## src/rtl/regfile_write_arbiter.sv

```systemverilog
// rtl/regfile_write_arbiter.sv - round-robin arbiter for the register file write port with a one-stage write buffer and forwarding flags
module regfile_write_arbiter #(
    parameter int AW = 5,
    parameter int DW = 32
) (
    input  logic          CLK,
    input  logic          reset,
    input  logic          stall,
    input  logic          v0,
    input  logic [AW-1:0] rd0,
    input  logic [DW-1:0] d0,
    output logic          ready0,
    input  logic          v1,
    input  logic [AW-1:0] rd1,
    input  logic [DW-1:0] d1,
    output logic          ready1,
    output logic          wr_en,
    output logic [AW-1:0] wr_rd,
    output logic [DW-1:0] wr_data,
    input  logic [AW-1:0] q_rs,
    input  logic [AW-1:0] q_rt,
    output logic          fwd1,
    output logic          fwd2,
    output logic          last
);

    logic          grant0;
    logic          grant1;
    logic          contested;
    logic [AW-1:0] sel_rd;
    logic [DW-1:0] sel_data;

    // Grant decision: a lone requester always wins, a contest goes to the one that did not win the previous contest.
    // Reset gating keeps pending requests from being accepted while reset is held.
    always_comb begin
        contested = v0 & v1;
        grant0    = reset & ~stall & v0 & (~v1 | last);
        grant1    = reset & ~stall & v1 & (~v0 | ~last);
        ready0    = grant0;
        ready1    = grant1;
        sel_rd    = grant1 ? rd1 : rd0;
        sel_data  = grant1 ? d1  : d0;
    end

    // Round-robin pointer: only contested grants move it, so an idle competitor does not lose its turn.
    always_ff @(posedge CLK or negedge reset) begin
        if (!reset) begin
            last <= 1'b1;
        end else if (contested && (grant0 || grant1)) begin
            last <= grant1;
        end
    end

    // Write buffer: writes to r0 are accepted but never enabled; address/data hold when idle.
    always_ff @(posedge CLK or negedge reset) begin
        if (!reset) begin
            wr_en   <= 1'b0;
            wr_rd   <= '0;
            wr_data <= '0;
        end else if (grant0 || grant1) begin
            wr_en   <= (sel_rd != '0);
            wr_rd   <= sel_rd;
            wr_data <= sel_data;
        end else begin
            wr_en   <= 1'b0;
        end
    end

    // Forwarding: the buffered write is not yet in the register file, so matching reads must take wr_data.
    always_comb begin
        fwd1 = wr_en & (wr_rd == q_rs) & (q_rs != '0);
        fwd2 = wr_en & (wr_rd == q_rt) & (q_rt != '0);
    end

endmodule

```

## config.mk

```make
export PLATFORM = sky130hd
export DESIGN_NAME = regfile_write_arbiter
export DESIGN_NICKNAME = d
export VERILOG_FILES = /design/src/rtl/regfile_write_arbiter.sv
export SDC_FILE = /design/constraint.sdc
export NUM_CORES = 1
export LEC_CHECK = 0
export CORE_MARGIN = 2
export CORE_UTILIZATION = 42
export DETAILED_ROUTE_END_ITERATION = 7
export HOLD_SLACK_MARGIN = 0.06
export PLACE_DENSITY_LB_ADDON = 0.25
export SYNTH_ARGS = -nofsm -noshare
export SYNTH_HDL_FRONTEND = slang
export SYNTH_SLANG_ARGS = --single-unit
```

## constraint.sdc

```tcl
create_clock -name CLK -period 2.9 [get_ports CLK]
set_input_delay 0.435 -clock CLK [delete_from_list [all_inputs] [get_ports CLK]]
set_output_delay 0.435 -clock CLK [all_outputs]
set_load 0.03 [all_outputs]
```

* Yosys cells after proc, flatten, opt, wreduce, memory -nomap -nowiden
Cells that the tools add are included.
** Storage, ports and cells
- Bits of input ports :: 89
- Register bits :: 39
- Logic and storage cells :: 30
** Cells by class
- Muxes and demuxes :: 3
- Eq/ne operators :: 2
- Bitwise gates (word level) :: 16
- Reduce and logical (&&, ||, !) cells :: 5
** Operators by type and width (number)
- $mux 32 :: 1
- $reduce_bool 5->1 :: 3
- $and 1x1->1 :: 10
- $eq 5x5->1 :: 2
- $mux 5 :: 1
- $not 1->1 :: 4
- $or 1x1->1 :: 2
- $logic_and 1x1->1 :: 1
- $logic_or 1x1->1 :: 1
- $mux 1 :: 1

* Logic depth before layout (Yosys ltp)
- Word-level depth :: 7
- Mapped depth :: 6
- Mapped depth without buffers :: 4

* Worst setup path before layout
OpenSTA, ideal clock, no wires.
- Path kind :: reg2out
- From :: register wr_rd[4]
- To :: output port fwd2
- Data arrival time :: 1.313 ns
- Stages on the path, launching flop included :: 4
- Required time :: 2.465 ns
- Path slack :: 1.152 ns
- Path buffers :: 0
- Cells stage by stage :: dfrtp_1 -> or2_2 -> o21ai_0 -> and4_1
** Between the ends
- Word-level cells in the longest chain between the ends :: 3
** RTL lines
- start: declaration :: line 18 : output logic [AW-1:0] wr_rd,
- start signal: assignment :: line 62 : wr_rd <= sel_rd;
- $eq 5x5->1 :: line 72 : fwd2 = wr_en & (wr_rd == q_rt) & (q_rt != '0);
- $and 1x1->1 (2 in a row) :: line 72
- end: declaration :: line 23 : output logic fwd2,
Every way passes these cells.

* Final worst setup path
- From :: input port q_rt[4]
- To :: output port fwd2
** Between the ends
- Word-level cells in the longest chain between the ends :: 3
- Elaborated cells between the ends (all ways) :: 4
- Those cells by class :: eq/ne (1); bitwise (2); reduce/logical (1)
** RTL lines
- start: declaration :: line 21 : input logic [AW-1:0] q_rt,
- $eq 5x5->1 :: line 72
- $and 1x1->1 :: line 72
- $and 1x1->1 (*) :: line 72
Mark *: on every way between the ends. The rest lies on a longest branch, timed or not.

==> flow_summary.ini <==
[clock_network]
ctsResizeCount = 0
clk_path_buf_depth = 2
clk_pin_slew_ps = 70
postCtsSetupBuffers = 0
cts_tree = built
clock-sinks = 39
h-tree-depth = 2
clk_latency_ps = 290
cts-root-buf = clkbuf_8
cts_buffers = 5
cts_hold_buffers = 0

[synth]
synth_edf_count = 0
yosys_warnings = 0
synth_seq_cells = 39
syn_area_per_cell_um2 = 11.0
synthArstFlopShare_pct = 100
synthesis.nets = 303
netlist_area_um2 = 2360
ys.flop_type = dfrtp_1
synth_cell_type_count = 30
yosysSeqAreaShare_pct = 41.3
synth_cells = 214

[route]
route.met2.wl_um = 3480
drtAntennaViolNets = 0
wl_met1_um = 3030
maxUsedRoutingLayer = met4
dr_total_vias = 2328
dr.first_iter.drc_count = 126
drtPass1Iterations = 4
wl_per_cell_um = 17.4
drt-total-wl_um = 7120
wl_met3_um = 480
viasPerCell = 5.68
drc = 0

[finish]
area_growth_pct = 61.2
drive_gt1_share_pct = 9.47
final_util_pct = 69.6
fillers = 460
antenna_cells = 0
fin_cells = 410
nets = 426

[pwr]
power_density_nw_per_um2 = 562
leakagePower_uw = 0.00148
vdd_drop_max_mv = 0.253

[timing]
skew_ps = 5.84
drv_slew = 0
setup_viol = 0
rsz0062_at_grt = no
relSlewSlack_pct = 50.5
period_share_pct = 89.3
hold_violations = 0
tns_ps = 0
min_period_ps = 2590
holdWs_ps = 232
worst_slack_ps = 310
tightest_slew_ps = 743
fmax_mhz = 386

[global_routing]
grt_max_degree = 41
grt_pass1_wl_um = 11600
grt_pass1_vias = 2346
gr-total-overflow = 0
antenna_found_initial = 0
track_usage_pct = 23.7

[min_path]
hp-class = input pin to async pin

[outcome]
outcome = finished, final reports clean

[floorplan]
row_count = 27
start_util_pct = 43.2
core_um2 = 5470
die_height_um = 79.0
dieArea_um2 = 6240
die_w_um = 79.0
ios = 132

[placed_design]
dp.cells = 402
place_ws_ps = 316
gp_congestion = 0.785
io_buffers = 131
post-dp-hpwl_um = 5130

[flow_run]
drv_cap = 0

[critical_path]
arrival_ps = 2160
worstRegToRegCells = 4
cp-startpoint = q_rt[4]
crit_fanout = 2
worstSetupStartpointType = input pin
regToRegSetupSlack_ps = 1210
cp.required_ps = 2470
worstSetupEndpointType = output pin
r2r-end = wr_data[9]$_DFFE_PN0P_
r2r_start = last$_DFFE_PN1P_
crit_type = input pin to output pin
crit_path_end = fwd2
-- registers in the layout, indices dropped and copies added (netlist names) --
register / cells
last: 1
wr_data: 32
wr_en: 1
wr_rd: 5
-- worst max-delay path: stages --
cell,delay [ps]
clkdlybuf4s50_1,410
or2_2,270
o21ai_0,160
and4_1,210
clkdlybuf4s50_1,670
-- stage by stage --
stage	area (um2)	total power (uW)
after floorplan	2360	1260
after global placement	3690	1670
after detailed placement	3690	1680
after CTS	3810	2160
after global routing	3810	2250
final	3810	2140
-- Yosys cell counts (all sizes together), types with 3 or more instances --
cell type / number / area share, %
a221o: 37 / 16
clkbuf: 11 / 1.7
buf: 16 / 4.9
xor2: 6 / 2.2
nand2: 4 / 0.74
xnor2: 3 / 1.1
dfrtp: 38 / 40
nor3b: 37 / 12
o21ai: 3 / 0.64
and4: 39 / 14
-- layer usage --
layer	track usage [%]	up-vias
met5	0	-
met4	7.59	0
met3	6.70	11
met2	39.7	91
met1	29.6	1116
li1	-	1110
-- logic make-up (layout without fill, tap and decap cells) --
group | Yosys count | after routing | synth area share [%]
AO/OA/AOI/OAI | 43 | 43 | 17.2
XOR/XNOR | 9 | 9 | 3.34
buffers and inverters | 29 | 153 | 6.93
flip-flops | 39 | 39 | 41.3
AND/OR/NAND/NOR | 94 | 94 | 31.2
-- cell type report --
cell class | instances | area, um2 | area share [%]
Clock inverter | 2 | 35.0 | 0.920
Sequential cell | 39 | 977 | 25.6
Clock buffer | 6 | 82.6 | 2.17
Multi-Input combinational cell | 146 | 1230 | 32.2
Timing Repair Buffer | 143 | 1390 | 36.5
Tap cell | 72 | 90.1 | 2.36
Inverter | 2 | 7.51 | 0.197
-- where the power goes --
| part | total, uW | switching (uW) | internal, uW |
|---|---|---|---|
| sequential | 760 | 95.6 | 664 |
| clock | 469 | 190 | 278 |
| combinational | 912 | 461 | 450 |
| total | 2140 | 747 | 1390 |
-- layout by cell type (no fill, tap or decap), types with 3 or more instances in the layout --
| master | Yosys | routed |
|---|---|---|
| clkdlybuf4s50_1 | 0 | 128 |
| dfrtp_1 | 38 | 38 |
| a221o_1 | 37 | 37 |
| nand2_1 | 3 | 3 |
| clkbuf_8 | 0 | 6 |
| xor2_1 | 6 | 6 |
| and4_1 | 39 | 39 |
| buf_4 | 4 | 14 |
| nor3b_1 | 37 | 37 |
| xnor2_1 | 3 | 3 |
-- how the worst min path moves through the flow --
stage	start	to	slack (ps)	depth (start not counted)
finish	reset	wr_data[10]$_DFFE_PN0P_	230	2
global route	reset	wr_data[13]$_DFFE_PN0P_	280	2
CTS	reset	wr_data[13]$_DFFE_PN0P_	250	2
detailed placement	wr_data[7]$_DFFE_PN0P_	wr_data[7]$_DFFE_PN0P_	500	1
global placement	wr_data[16]$_DFFE_PN0P_	wr_data[16]$_DFFE_PN0P_	490	1
floorplan	reset	wr_data[0]$_DFFE_PN0P_	140	0
(Power assumes the default switching activity.)
